[src/rtl/uart_tx_cfg_pkg.sv]
// uart_tx_cfg_pkg: shared types for the configurable UART transmitter.
// Parity modes, FSM states, bit-timing default and data-width clamp.
package uart_tx_cfg_pkg;

  localparam int OVERSAMPLE = 16;
  localparam int DBIT_MIN   = 5;

  typedef enum logic [1:0] {
    PAR_NONE = 2'b00,
    PAR_EVEN = 2'b01,
    PAR_ODD  = 2'b10
  } parity_t;

  typedef enum logic [2:0] {
    IDLE,
    START,
    DATA,
    PARITY,
    STOP
  } uart_tx_state_t;

  function automatic logic [3:0] clamp_dbits(
    input logic [3:0] d,
    input logic [3:0] dmax
  );
    logic [3:0] r;
    r = d;
    if (d < 4'(DBIT_MIN)) r = 4'(DBIT_MIN);
    else if (d > dmax)    r = dmax;
    return r;
  endfunction

endpackage

[src/rtl/uart_sync_fifo.sv]
// uart_sync_fifo: small synchronous FIFO with occupancy count.
// Shared between the UART transmit and receive paths.
module uart_sync_fifo #(
  parameter int WIDTH = 8,
  parameter int DEPTH = 4
) (
  input  logic                       clk,
  input  logic                       rstN,
  input  logic                       push,
  input  logic [WIDTH-1:0]           wdata,
  input  logic                       pop,
  output logic [WIDTH-1:0]           rdata,
  output logic                       full,
  output logic                       empty,
  output logic [$clog2(DEPTH+1)-1:0] count
);

  localparam int AW = $clog2(DEPTH);
  localparam int CW = $clog2(DEPTH+1);

  logic [WIDTH-1:0] mem_q [DEPTH];
  logic [AW-1:0]    wptr_q, wptr_d;
  logic [AW-1:0]    rptr_q, rptr_d;
  logic [CW-1:0]    cnt_q, cnt_d;
  logic             push_ok, pop_ok;

  assign full    = (cnt_q == CW'(DEPTH));
  assign empty   = (cnt_q == '0);
  assign count   = cnt_q;
  assign rdata   = mem_q[rptr_q];
  assign push_ok = push & ~full;
  assign pop_ok  = pop & ~empty;

  // pointer and occupancy next state
  always_comb begin
    wptr_d = wptr_q;
    rptr_d = rptr_q;
    cnt_d  = cnt_q;
    if (push_ok) wptr_d = wptr_q + AW'(1);
    if (pop_ok)  rptr_d = rptr_q + AW'(1);
    case ({push_ok, pop_ok})
      2'b10:   cnt_d = cnt_q + CW'(1);
      2'b01:   cnt_d = cnt_q - CW'(1);
      default: cnt_d = cnt_q;
    endcase
  end

  // pointer and occupancy registers
  always_ff @(posedge clk) begin
    if (!rstN) begin
      wptr_q <= '0;
      rptr_q <= '0;
      cnt_q  <= '0;
    end else begin
      wptr_q <= wptr_d;
      rptr_q <= rptr_d;
      cnt_q  <= cnt_d;
    end
  end

  // storage; entries are only read after being counted in
  always_ff @(posedge clk) begin
    if (push_ok) mem_q[wptr_q] <= wdata;
  end

endmodule

[src/rtl/uart_tx_cfg.sv]
// uart_tx_cfg: runtime-configurable UART transmitter with input FIFO.
// Frame format (data bits, parity, stop bits) is latched per frame.
module uart_tx_cfg #(
  parameter int OVERSAMPLE = uart_tx_cfg_pkg::OVERSAMPLE,
  parameter int DBIT_MAX   = 9,
  parameter int FIFO_DEPTH = 4
) (
  input  logic                            clk,
  input  logic                            rstN,
  input  logic                            s_tick,
  input  logic [DBIT_MAX-1:0]             s_data,
  input  logic                            s_valid,
  output logic                            s_ready,
  input  logic [3:0]                      cfg_dbits,
  input  logic [1:0]                      cfg_parity,
  input  logic                            cfg_stop2,
  output logic                            tx,
  output logic                            tx_done,
  output logic                            busy,
  output logic [$clog2(FIFO_DEPTH+1)-1:0] fifo_count
);

  import uart_tx_cfg_pkg::*;

  localparam int CW = (OVERSAMPLE > 1) ? $clog2(OVERSAMPLE) : 1;
  localparam logic [3:0]    DMAX  = 4'(DBIT_MAX);
  localparam logic [CW-1:0] TLAST = CW'(OVERSAMPLE - 1);

  uart_tx_state_t      state_q, state_d;
  logic [CW-1:0]       tick_q, tick_d;
  logic [3:0]          bit_q, bit_d;
  logic [3:0]          nbits_q, nbits_d;
  logic                stop_q, stop_d;
  logic                stop2_q, stop2_d;
  logic                par_en_q, par_en_d;
  logic                par_bit_q, par_bit_d;
  logic [DBIT_MAX-1:0] shreg_q, shreg_d;
  logic                tx_q, tx_d;

  logic                push, pop, full, empty;
  logic [DBIT_MAX-1:0] head, mask;
  logic [3:0]          nbits_cfg;
  logic                bit_end;

  uart_sync_fifo #(
    .WIDTH (DBIT_MAX),
    .DEPTH (FIFO_DEPTH)
  ) u_fifo (
    .clk   (clk),
    .rstN  (rstN),
    .push  (push),
    .wdata (s_data),
    .pop   (pop),
    .rdata (head),
    .full  (full),
    .empty (empty),
    .count (fifo_count)
  );

  assign s_ready = ~full;
  assign push    = s_valid & ~full;
  assign pop     = (state_q == IDLE) & ~empty;
  assign bit_end = s_tick & (tick_q == TLAST);

  // clamp requested width and mask the head word for parity
  always_comb begin
    nbits_cfg = clamp_dbits(cfg_dbits, DMAX);
    for (int i = 0; i < DBIT_MAX; i++) begin
      mask[i] = (4'(i) < nbits_cfg);
    end
  end

  // next-state and frame datapath
  always_comb begin
    state_d   = state_q;
    tick_d    = tick_q;
    bit_d     = bit_q;
    stop_d    = stop_q;
    nbits_d   = nbits_q;
    stop2_d   = stop2_q;
    par_en_d  = par_en_q;
    par_bit_d = par_bit_q;
    shreg_d   = shreg_q;
    if (state_q != IDLE && s_tick) begin
      tick_d = bit_end ? '0 : tick_q + CW'(1);
    end
    case (state_q)
      IDLE: begin
        if (!empty) begin
          state_d   = START;
          tick_d    = '0;
          bit_d     = '0;
          stop_d    = 1'b0;
          shreg_d   = head;
          nbits_d   = nbits_cfg;
          stop2_d   = cfg_stop2;
          par_en_d  = (cfg_parity == PAR_EVEN) ||
                      (cfg_parity == PAR_ODD);
          par_bit_d = (^(head & mask)) ^
                      (cfg_parity == PAR_ODD);
        end
      end
      START: begin
        if (bit_end) state_d = DATA;
      end
      DATA: begin
        if (bit_end) begin
          shreg_d = shreg_q >> 1;
          bit_d   = bit_q + 4'd1;
          if (bit_q == nbits_q - 4'd1) begin
            state_d = par_en_q ? PARITY : STOP;
          end
        end
      end
      PARITY: begin
        if (bit_end) state_d = STOP;
      end
      STOP: begin
        if (bit_end) begin
          if (stop2_q && !stop_q) stop_d  = 1'b1;
          else                    state_d = IDLE;
        end
      end
      default: state_d = IDLE;
    endcase
  end

  // line level for the current state
  always_comb begin
    tx_d = 1'b1;
    case (state_q)
      START:   tx_d = 1'b0;
      DATA:    tx_d = shreg_q[0];
      PARITY:  tx_d = par_bit_q;
      default: tx_d = 1'b1;
    endcase
  end

  assign tx_done = rstN & (state_q == STOP) & bit_end &
                   (~stop2_q | stop_q);
  assign busy    = (state_q != IDLE);
  assign tx      = tx_q;

  // state register and frame registers
  always_ff @(posedge clk) begin
    if (!rstN) begin
      state_q   <= IDLE;
      tick_q    <= '0;
      bit_q     <= '0;
      stop_q    <= 1'b0;
      nbits_q   <= '0;
      stop2_q   <= 1'b0;
      par_en_q  <= 1'b0;
      par_bit_q <= 1'b0;
      shreg_q   <= '0;
      tx_q      <= 1'b1;
    end else begin
      state_q   <= state_d;
      tick_q    <= tick_d;
      bit_q     <= bit_d;
      stop_q    <= stop_d;
      nbits_q   <= nbits_d;
      stop2_q   <= stop2_d;
      par_en_q  <= par_en_d;
      par_bit_q <= par_bit_d;
      shreg_q   <= shreg_d;
      tx_q      <= tx_d;
    end
  end

endmodule

[config.mk]
export PLATFORM = sky130hd
export DESIGN_NAME = uart_tx_cfg
export DESIGN_NICKNAME = d
export VERILOG_FILES = /design/src/rtl/uart_tx_cfg_pkg.sv /design/src/rtl/uart_sync_fifo.sv /design/src/rtl/uart_tx_cfg.sv
export SDC_FILE = /design/constraint.sdc
export NUM_CORES = 1
export LEC_CHECK = 0
export BUFFER_PORTS_ARGS = -buffer_cell sky130_fd_sc_hd__clkbuf_2
export CAP_MARGIN = 5
export CORE_ASPECT_RATIO = 0.7
export CORE_UTILIZATION = 35
export DETAILED_ROUTE_END_ITERATION = 10
export PLACE_DENSITY = 0.47
export RECOVER_POWER = 100
export SLEW_MARGIN = 20
export SYNTH_ARGS = -nofsm -noshare
export SYNTH_HDL_FRONTEND = slang
export SYNTH_SLANG_ARGS = --single-unit
[constraint.sdc]
create_clock -name clk -period 5 [get_ports clk]
set_input_delay 1.25 -clock clk [delete_from_list [all_inputs] [get_ports clk]]
set_output_delay 1.25 -clock clk [all_outputs]
set_load 0.02 [all_outputs]
**After elaboration in Yosys (flattened, before gate mapping)**

Memory sizes are Yosys's and may differ from the RTL's. A register that Yosys moved wholly into a read port is not among the register bits.
Cells that the tools add are included.

- $add $sub $neg: 7
- $lt $le $gt $ge: 11
- Reduce and logical (&&, ||, !) cells: 15
- Equal/unequal tests: 19
- Bitwise operators: 14
- Multiplexer cells: 31

Operators with widths:

| kind | number |
|---|---|
| $mux 4 | 8 |
| $mux 3 | 8 |
| $mux 9 | 2 |
| $pmux 9 s2 | 1 |
| $lt 3x4->1 const A | 4 |
| $ne 2x2->1 const B | 8 |
| $pmux 3 s5 | 1 |
| $and 9x9->9 | 1 |
| $reduce_xor 9->1 | 1 |
| $add 4x1->4 const B | 2 |
| $and 1x1->1 | 8 |
| $lt 1x4->1 const A | 2 |
| $lt 2x4->1 const A | 2 |
| $pmux 4 s2 | 1 |
| $reduce_and 7->1 | 1 |
| $eq 3x2->1 const B | 2 |
| $eq 3x3->1 const B | 2 |
| $logic_not 3->1 | 2 |
| $pmux 3 s2 | 1 |
| $reduce_bool 2->1 | 3 |
| $mux 1 | 5 |
| $add 2x1->2 const B | 2 |
| $eq 2x1->1 const B | 2 |
| $eq 2x2->1 const B | 2 |
| 22 further kinds | 26 |

- Register bits: 36
- Output and inout port bits: 7
- Memories kept: 1
- Word-level logic and storage cells: 111
- Input bits: 20
- Memory bits (writable): 36

Memories:

| name | words | bits a word | read ports | clocked after memory_dff | write ports | line | source |
|---|---|---|---|---|---|---|---|
| u_fifo.mem_q | 4 | 9 | 1 | 1 | 1 | uart_sync_fifo.sv:21 | `logic [WIDTH-1:0] mem_q [DEPTH];` |

**Logic depth before layout (Yosys ltp)**

Gate-level depths: netlist of run 1.

- Depth in word-level cells: 7
- Depth in mapped cells: 12
- Gate-level depth less buffers: 10

**Hierarchy**

A second synthesis of run 1 with hierarchy kept.

- Cells, all modules: 286
- Area, all modules: 3422.0 sq um

Modules (own cells, without submodules):

| module | seq. area each (sq um) | cells an instance | times used | area an instance (sq um) |
|---|---|---|---|---|
| uart_sync_fifo | 1261.2 | 101 | 1 | 1786.7 |
| uart_tx_cfg | 580.6 | 185 | 1 | 1635.3 |

**Worst setup path before layout of run 1**

Ideal clock, no wire load.

- Kind: input to output
- Start point: in s_tick
- End point: out tx_done
- Cell stages on the path: 3
- Buffers on the path: 0
- Data required time: 3750 ps
- Arrival time: 2126 ps
- Slack: 1624 ps
- Cells stage by stage: nand4_1 nor4b_1 and3_1

- Longest elaborated chain between the ends: 3

Ends and longest elaborated chain:

| item | line | source |
|---|---|---|
| start, declared | uart_tx_cfg.sv:10 | `input logic s_tick,` |
| $and 1x1->1 | uart_tx_cfg.sv:63 | `assign bit_end = s_tick & (tick_q == TLAST);` |
| $and 1x1->1 (2 in a row) | uart_tx_cfg.sv:139 | `assign tx_done = rstN & (state_q == STOP) & bit_end &` |
| end, declared | uart_tx_cfg.sv:18 | `output logic tx_done,` |

No other way between the ends.

**Worst setup path after layout of run 1**

Same ends and word-level chain as after synthesis.

==> impl_metrics.yaml, run 1 <==
outcome:
  status: "complete, no violations"
sta:
  min_period_ps: 3810
  setup_viol: 0
  finalHoldViolations: 0
  tightest_slew_ps: 1380
  layout_worst_path_cycle_share_pct: 76.1
  rsz0062_at_grt: "no"
  finClkSkew_ps: 3.13
  max_freq_mhz: 263
  tns_ps: 0
  finalMaxSlewViolations: 0
  slew_headroom_pct: 7.96
clock_network:
  clockBufferDepth: 2
  cts.clk_slew.worst_paths_ps: 50
  cts_resized: 0
  cts-root-buf: "clkbuf_16"
  worstSkewPairLatency_ps: 320
  clock_sinks: 74
  cts_tree: "done"
  post-cts-setup-buffers: 0
  cts_buffers: 9
  htreeDepth: 3
  holdBufCountCts: 0
worst_setup_path:
  startpoint_type: "input port"
  cpPeakStageDelay_ps: 440
  crit_buf_inv: 2
  end_kind: "output pin"
  worst-setup-path-type: "in2out"
  critPathRequiredTime_ps: 3750
  worst_path_max_delay_cell: "nor4b_1"
  critical_path_cell_count: 5
  rr_worst_depth: 9
  cp_common_cell: "clkbuf_1"
  crit_chain: "clkbuf_1 > nand4_1 > nor4b_1 > and3_1 > clkbuf_1"
  cp_max_fo: 7
  worstPathArrival_ps: 2560
  path_delay_family: "simple AND/OR/NAND/NOR gates"
placement:
  hpwl_um: 4410
  io_buffers: 26
  dp_cells: 423
  place.gp.congestion: 0.718
synthesis:
  syn-num-nets: 316
  syn_inst: 286
  yosysUniqueCellTypes: 44
  synth_top_area_share_pct: 32.7
  synth_area_leaders: "edfxtp_1 33%, dfxtp_1 23%, mux4_1 4.8%, nand2_1 4.0%, ha_1 3.4%"
  synthesis.area_sq_um: 3310
  synth_top_area_cell: "edfxtp_1"
  synth_area_per_cell_sq_um: 11.6
  synth_seq_cells: 74
  yosys_warnings: 0
  seq_area_frac_synth_pct: 55.7
final_layout:
  area_delta_synth_final_pct: 13.9
  final_net_count: 340
  drive_above_1_share_pct: 8.57
  n_fill_cell: 865
  fin_cells: 439
  n_antenna_cell: 0
route:
  viasPerCell: 4.82
  wl_per_cell_um: 14.1
  num_vias: 2114
  dr.pass1.iters: 5
  drt-total-wl_um: 6190
  drt-initial-drc-count: 64
  final_antenna_net_count: 0
  drcViolationCount: 0
pwr:
  powerDensity_nw_per_um2: 541
  p_leak_nw: 1.35
  peakVddDrop_mv: 0.227
floorplanning:
  ioPinCount: 27
  rows: 29
  die_height_um: 83.3
  die_w_um: 118
  start_util_pct: 36.3
  design.die.area_sq_um: 9840
  core_area_sq_um: 9110
worst_hold_path:
  min_path_type: "reg2reg"
  hold_path_depth: 2
global_routing:
  grt_max_degree: 31
  grt_pass1_vias: 2098
  gr-total-overflow: 0
  track_usage_pct: 14.1
  antenna_found_initial: 0
  grt_pass1_wl_um: 10600
job:
  max-cap-violations: 0
## final timing paths
check                                                     to                    start  slack, ps
worst min-delay path                 nbits_q[1]$_SDFFE_PN0P_  nbits_q[1]$_SDFFE_PN0P_        470
worst min register to register       nbits_q[1]$_SDFFE_PN0P_  nbits_q[1]$_SDFFE_PN0P_        470
worst max register to register  u_fifo.count[2]$_SDFFE_PN0P_  state_q[1]$_SDFFE_PN0P_       1810
worst max-delay path                                 tx_done                   s_tick       1190
## where the power goes
| group | total (W) | leakage, nW | internal [W] | switching (W) |
|---|---|---|---|---|
| combinational | 0.000652 | 0.585 | 0.000304 | 0.000348 |
| sequential | 0.000826 | 0.641 | 0.000745 | 0.0000810 |
| clock | 0.000561 | 0.126 | 0.000331 | 0.000230 |
| total | 0.00204 | 1.35 | 0.00138 | 0.000659 |
## per-layer routing
| layer | up-vias | global-route usage (%) | wire length [um] |
|---|---|---|---|
| met5 | - | 0 | 0 |
| met4 | 0 | 5.59 | 74 |
| met3 | 8 | 4.67 | 238 |
| met2 | 27 | 19.7 | 2560 |
| met1 | 992 | 20.0 | 3320 |
| li1 | 1087 | - | - |
## cells in the mapped netlist
cell,instances
a21bo_2,1
nand2_1,35
fa_1,1
xnor3_1,2
and3_1,5
nor2_1,25
mux4_2,3
dfxtp_1,38
o22ai_2,1
or3_1,3
inv_1,14
a211oi_1,3
o41ai_1,1
nand2b_1,1
or2_2,1
o211a_1,1
nand3b_1,2
nor2b_1,1
or3b_1,1
nand4_1,4
nand4b_1,1
nor3b_1,4
a21oi_1,18
nor4b_1,2
and3b_1,1
o21ai_0,7
or3b_2,1
and2_1,1
nand3_1,7
o211ai_1,1
buf_6,1
ha_1,9
clkbuf_1,9
nor3_1,4
edfxtp_1,36
mux2i_1,1
xor2_1,8
mux4_1,6
a22oi_1,1
xnor2_1,10
a311oi_1,9
a32oi_1,1
o22ai_1,1
buf_2,4
## cells in the final DEF (no fill, tap or decap), drive strengths merged, types with 2 or more instances in the layout
cell and instances:
dfxtp 38, edfxtp 36, clkbuf 36, nand2 35
nor2 25, a21oi 18, inv 14, xnor2 10
a311oi 9, ha 9, mux4 9, xor2 8
nand3 7, o21ai 7, and3 5, nor3 4
nand4 4, nor3b 4, clkinv 4, or3 3
a211oi 3, nor4b 2, o22ai 2, nand3b 2
xnor3 2, clkinvlp 2, or3b 2
## tightest hold or removal path, stage by stage (launching register included)
cell     delay [ps]
dfxtp_1         310
nand2_1          50
a21oi_1          50
## sequential cells by signal (all words and copies together) (netlist names), named ones only
name / flops
bit_q: 4
nbits_q: 4
par_bit_q: 1
par_en_q: 1
shreg_q: 9
state_q: 3
stop2_q: 1
stop_q: 1
tick_q: 4
tx: 1
u_fifo.count: 3
u_fifo.mem_q: 36
u_fifo.rptr_q: 2
u_fifo.wptr_q: 2
## logic make-up (layout without fill, tap and decap cells)
family	Yosys count	count (layout)	share of synthesized area, %
mux	10	10	7.12
flops	74	74	55.7
xor+xnor	20	20	6.13
compound gates	45	45	9.01
buf+inv	28	57	3.56
simple gates	99	99	14.5
fa+ha+maj	10	10	4.01
## layout make-up
class,instances,area [sq um],share of cell area (%)
flip-flops and latches,74,1840,48.9
clock inverters,6,33.8,0.897
repair buffers,27,114,3.02
inverters,14,52.6,1.40
clock buffers,10,229,6.08
multi-input cells,184,1340,35.6
well taps,124,155,4.12
## stage by stage
| stage | total power [W] | hold slack, ps | setup slack (ps) | utilization [%] | area [sq um] |
|---|---|---|---|---|---|
| floorplan | 0.00137 | 435 | 1620 | - | 3310 |
| global placement | 0.00151 | 465 | 1320 | 38.8 | 3530 |
| detailed placement | 0.00151 | 454 | 1310 | 38.8 | 3530 |
| CTS | 0.00209 | 466 | 1310 | 41.7 | 3800 |
| global route | 0.00218 | 499 | 1080 | 41.4 | 3770 |
| finish | 0.00204 | 468 | 1190 | 41.4 | 3770 |
(Power assumes the default switching activity.)
==> inputs of run 2 (changes only) <==
Settings changed: ABC_AREA set to 1, PLACE_DENSITY 0.47 to 0.49.
Clock period 5 ns to 3.49 ns, I/O delays scaled along.
==> run 2 against run 1 <==
Sequential power is 48% higher. Non-clock buffer count is 2 higher. Count of clock-buffer cells in the layout is 4 higher. Combinational power is 84% higher. Worst hold slack worse by 11 ps. Sequential share of layout area is 2.7 points lower. Die area is 7.5% higher. Worst setup slack worse by 470 ps. Clock skew is 3.6 ps higher.
==> impl_metrics.yaml, run 2 <==
placement:
  dp_slack_ps: 776
  placed_cell_area_sq_um: 3780
  place.gp.congestion: 0.742
  io_buffers: 26
  hpwl_um: 5380
global_routing:
  gr-total-overflow: 0
  grt_pass1_wl_um: 12900
  grt_pass1_vias: 2559
  track_usage_pct: 16.2
  grt_max_degree: 23
  antenna_found_initial: 0
sta:
  finClkSkew_ps: 6.77
  tightest_slew_ps: 1000
  layout_worst_path_cycle_share_pct: 79.3
  tns_ps: 0
  finalMaxSlewViolations: 0
  slew_headroom_pct: 32.8
  rsz0062_at_grt: "no"
  finalHoldViolations: 0
  setup_viol: 0
  setup_slack_ps: 723
  min_period_ps: 2770
  max_freq_mhz: 361
clock_network:
  cts_tree: "done"
  clock_sinks: 74
  clockBufferDepth: 2
  holdBufCountCts: 0
  htreeDepth: 3
  post-cts-setup-buffers: 0
  cts.clk_slew.worst_paths_ps: 60
  worstSkewPairLatency_ps: 330
  cts_buffers: 9
  cts_resized: 0
  cts-root-buf: "clkbuf_16"
synthesis:
  yosysMostFrequentCell: "nand2_1"
  synth_area_leaders: "edfxtp_1 30%, dfxtp_1 21%, nand2_1 11%, nand3_1 4.6%, inv_1 4.3%"
  yosys_warnings: 0
  synth_top_area_cell: "edfxtp_1"
  yosysUniqueCellTypes: 38
  synthesis.area_sq_um: 3560
  syn_inst: 407
  synthTopCellsByCount: "101 x nand2_1, 41 x inv_1, 38 x dfxtp_1, 36 x edfxtp_1, 33 x nand3_1"
  synth_top_area_share_pct: 30.4
  synth-edff-count: 36
  synth_flop_cell: "dfxtp_1"
  seq_area_frac_synth_pct: 51.7
  synth_seq_cells: 74
  syn-num-nets: 437
  synthArstFlopShare_pct: 0
  synth_area_per_cell_sq_um: 8.75
final_layout:
  area_delta_synth_final_pct: 11.9
  n_fill_cell: 1001
  largest_reg_flops: 36
  regMostFlops: "u_fifo.mem_q"
  final_net_count: 465
  final_common_cell: "nand2_1"
  seq_area_sq_um: 1840
  multi_input_area_sq_um: 1400
  layout_common_cells: "101 x nand2_1, 45 x inv_1, 38 x dfxtp_1"
  reg.largest.list: "u_fifo.mem_q (36), shreg_q (9)"
  postLayoutCellArea_sq_um: 3980
  n_antenna_cell: 0
  drive_above_1_share_pct: 9.57
outcome:
  status: "complete, no violations"
job:
  max-cap-violations: 0
route:
  dr.pass1.iters: 4
  final_antenna_net_count: 0
  drt-initial-drc-count: 129
  wl_per_cell_um: 13.5
  drt-total-wl_um: 7660
  drcViolationCount: 0
  viasPerCell: 4.69
  num_vias: 2658
worst_setup_path:
  reg2reg_slack_ps: 970
  worstPathArrival_ps: 1890
  r2r-end: "u_fifo.count[2]$_SDFFE_PN0P_"
  critPathRequiredTime_ps: 2620
  end_kind: "output pin"
  startpoint_type: "input port"
  rr_worst_depth: 12
  cp_max_fo: 22
  r2r_start: "state_q[0]$_SDFFE_PN0P_"
  worst-setup-path-type: "in2out"
pwr:
  p_leak_nw: 1.64
  swShare_pct: 39.3
  p_int_w: 0.00196
  powerDensity_nw_per_um2: 811
  seq_power_share_pct: 37.6
  peakVddDrop_mv: 0.285
  combPwrFrac_pct: 37.1
  switchingPower_w: 0.00127
  p_clk_share_pct: 25.2
floorplanning:
  start_util_pct: 36.3
  ioPinCount: 27
  rows: 30
  die_w_um: 123
  design.die.area_sq_um: 10600
  core_area_sq_um: 9800
  die_height_um: 86.4
worst_hold_path:
  min_path_type: "reg2reg"
  hold_start: "u_fifo.rptr_q[1]$_SDFFE_PN0P_"
  hold_path_depth: 2
run 2: changes by cell type after synthesis, sizes merged, moves of 10 or more:
cell	change
nand2	+67
nand3	+27
o21ai	+21
a21oi	+10
nor2	+11
inv	+38
run 2: power groups by stage:
stage	clock network (W)	logic, W	registers, W
final	0.000815	0.00120	0.00122
after CTS	0.000834	0.00127	0.00122
after floorplan	0	0.00104	0.00120
after global routing	0.000867	0.00141	0.00124
after detailed placement	0	0.00126	0.00123
after global placement	0	0.00125	0.00123
run 2: layer usage:
metal  GRT usage [%]  part of all wire (%)  up-vias
met5               0                     0        -
met4            4.99                   1.3        0
met3            4.41                   3.3        9
met2            23.5                    41       31
met1            23.3                    54     1214
li1                -                     -     1404
run 2: worst max path at each step:
| stage | from | to | slack, ps | cells past startpoint |
|---|---|---|---|---|
| 2_1_floorplan | s_tick | tx_done | 910 | 2 |
| 5_1_grt | rstN | tx_done | 620 | 4 |
| 6_report | rstN | tx_done | 720 | 4 |
| 3_3_place_gp | rstN | tx_done | 780 | 4 |
| 3_5_place_dp | rstN | tx_done | 780 | 4 |
| 4_1_cts | rstN | tx_done | 780 | 4 |
run 2: kinds of logic (layout without fill, tap and decap cells):
group | after synthesis | in the layout | share of synthesized area [%]
AOI/OAI and AO/OA | 69 | 69 | 12.3
buffers and inverters | 64 | 96 | 8.05
adders and majority gates | 10 | 10 | 3.73
and+or+nand+nor | 183 | 183 | 22.5
xor gates and xnor gates | 7 | 7 | 1.72
DFF | 74 | 74 | 51.7
run 2: stage by stage:
step	cells	utilization, %	total power [W]	hold WS (ps)
after floorplan	407	-	0.00223	441
after global placement	552	38.6	0.00248	457
after detailed placement	552	38.6	0.00249	464
after CTS	567	41.3	0.00332	471
after global routing	567	40.7	0.00351	509
final	567	40.7	0.00323	457
run 2: layout make-up:
type | count | share of cell area (%)
multi-input combinational | 269 | 35.1
timing repair buffer | 29 | 3.14
sequential | 74 | 46.2
inverter | 52 | 4.96
tap | 128 | 4.02
clock buffer | 14 | 6.38
clock inverter | 1 | 0.126
run 2: worst max-delay path, stage by stage:
cell	delay, ps
clkbuf_2	350
inv_1	110
nor4_1	300
clkbuf_1	260
==> inputs of run 3 (changes only) <==
Settings changed: PLACE_DENSITY 0.49 to 0.47.
Clock period 3.49 ns to 2.61 ns, I/O delays scaled along.
==> run 3 against run 2 <==
Total power grew 38%. Largest cell class unchanged. Critical path type is now reg2out. Sequential share of layout area shrank 0.74 points. Sequential power is 30% higher. Largest power group is now combinational cells.
==> impl_metrics.yaml, run 3 (synthesized netlist as in run 2, its figures left out) <==
outcome:
  status: "complete, no violations"
clock_network:
  cts-root-buf: "clkbuf_16"
  holdBufCountCts: 0
  post-cts-setup-buffers: 0
  cts_resized: 0
  worstSkewPairLatency_ps: 340
  cts_buffers: 9
  cts_tree: "done"
  htreeDepth: 3
  clockBufferDepth: 2
  clock_sinks: 74
  cts.clk_slew.worst_paths_ps: 60
floorplanning:
  rows: 30
  die_height_um: 86.4
  core_area_sq_um: 9800
  die_w_um: 123
  ioPinCount: 27
  start_util_pct: 36.3
  design.die.area_sq_um: 10600
sta:
  slew_headroom_pct: 53.4
  max_freq_mhz: 440
  tightest_slew_ps: 699
  layout_worst_path_cycle_share_pct: 87.0
  min_period_ps: 2270
  setup_viol: 0
  finalMaxSlewViolations: 0
  setup_slack_ps: 339
  tns_ps: 0
  finalHoldViolations: 0
  rsz0062_at_grt: "no"
  finClkSkew_ps: 5.96
worst_setup_path:
  startpoint_type: "register"
  rr_worst_depth: 11
  r2r-end: "shreg_q[1]$_SDFFE_PN0P_"
  cp_max_fo: 4
  path_delay_family: "simple AND/OR/NAND/NOR gates"
  crit_chain: "ha_1 > nand4_1 > nor4_1 > clkbuf_1"
  cpPeakStageDelay_ps: 370
  r2r_start: "state_q[0]$_SDFFE_PN0P_"
  worst-setup-path-type: "reg2out"
  worstPathArrival_ps: 1620
  worst_path_max_delay_cell: "dfxtp_1"
  end_kind: "output pin"
  crit_buf_inv: 1
  reg2reg_slack_ps: 430
  critical_path_cell_count: 4
  critPathRequiredTime_ps: 1960
global_routing:
  gr-total-overflow: 0
  track_usage_pct: 16.2
  grt_pass1_vias: 2566
  grt_max_degree: 22
  antenna_found_initial: 0
  grt_pass1_wl_um: 12800
worst_hold_path:
  min_path_type: "reg2reg"
  hold_path_depth: 2
  worstHoldEndpoint: "u_fifo.rptr_q[1]$_SDFFE_PN0P_"
  hold_start: "u_fifo.rptr_q[1]$_SDFFE_PN0P_"
job:
  max-cap-violations: 0
route:
  viasPerCell: 4.64
  wl_per_cell_um: 13.2
  drt-total-wl_um: 7580
  drt-initial-drc-count: 106
  drcViolationCount: 0
  dr.pass1.iters: 4
  final_antenna_net_count: 0
  num_vias: 2669
final_layout:
  n_fill_cell: 994
  seq_area_sq_um: 1840
  regMostFlops: "u_fifo.mem_q"
  area_delta_synth_final_pct: 13.7
  layout_common_cells: "101 x nand2_1, 44 x inv_1, 38 x dfxtp_1"
  reg.largest.list: "u_fifo.mem_q (36), shreg_q (9)"
  final_common_cell: "nand2_1"
  largest_reg_flops: 36
  post-route-util_pct: 41.3
  multi_input_area_sq_um: 1400
  drive_above_1_share_pct: 11.6
  n_antenna_cell: 0
  final_net_count: 472
placement:
  io_buffers: 26
  dp_slack_ps: 438
  place.gp.congestion: 0.753
  hpwl_um: 5410
pwr:
  p_leak_nw: 1.67
  powerDensity_nw_per_um2: 1100
  peakVddDrop_mv: 0.400
run 3: cell count changes in the layout (fill, tap and decap cells not counted), sizes merged:
cell,delta
buf,+2
bufinv,+1
clkinv,+3
clkinvlp,+1
inv,+1
run 3: worst max path at each step:
stage	start	end	slack (ps)
6_report	tick_q[0]$_SDFF_PN0_	tx_done	340
5_1_grt	state_q[0]$_SDFFE_PN0P_	shreg_q[4]$_SDFFE_PN0P_	140
4_1_cts	tick_q[0]$_SDFF_PN0_	tx_done	340
3_5_place_dp	s_valid	u_fifo.count[2]$_SDFFE_PN0P_	440
3_3_place_gp	s_valid	u_fifo.count[2]$_SDFFE_PN0P_	480
2_1_floorplan	s_tick	tx_done	470
run 3: stage by stage:
| step | hold WS (ps) | std cells | cell area [sq um] | power, W |
|---|---|---|---|---|
| final | 468 | 575 | 4050 | 0.00444 |
| after global routing | 491 | 575 | 4050 | 0.00481 |
| after CTS | 474 | 575 | 4120 | 0.00457 |
| after detailed placement | 465 | 559 | 3840 | 0.00337 |
| after global placement | 457 | 559 | 3840 | 0.00335 |
| after floorplan | 441 | 407 | 3560 | 0.00299 |
run 3: metal layers:
| layer | track usage [%] | routed length (um) | share of wire [%] | vias to the layer above |
|---|---|---|---|---|
| met1 | 22.4 | 4040 | 53 | 1209 |
| met2 | 24.1 | 3120 | 41 | 30 |
| met3 | 5.53 | 330 | 4.4 | 9 |
| met5 | 0 | 0 | 0 | - |
| li1 | - | - | - | 1421 |
| met4 | 4.32 | 85 | 1.1 | 0 |
run 3: layout make-up:
class | count | share of cell area [%]
clock buffers | 9 | 5.56
multi-input cells | 269 | 34.7
inverters | 52 | 4.88
flip-flops and latches | 74 | 45.5
well taps | 128 | 3.96
repair buffers | 36 | 3.96
clock inverters | 7 | 1.48
run 3: worst min-delay path: cells and delay by family (launching register included):
kind	cells	cell delay, ps
AOI/OAI and AO/OA	1	70
buffers and inverters	1	50
DFF	1	300
run 3: power breakdown:
| part | switching, W | internal (W) | leakage (nW) |
|---|---|---|---|
| registers | 0.000135 | 0.00145 | 0.642 |
| clock network | 0.000466 | 0.000727 | 0.140 |
| logic | 0.00113 | 0.000531 | 0.892 |
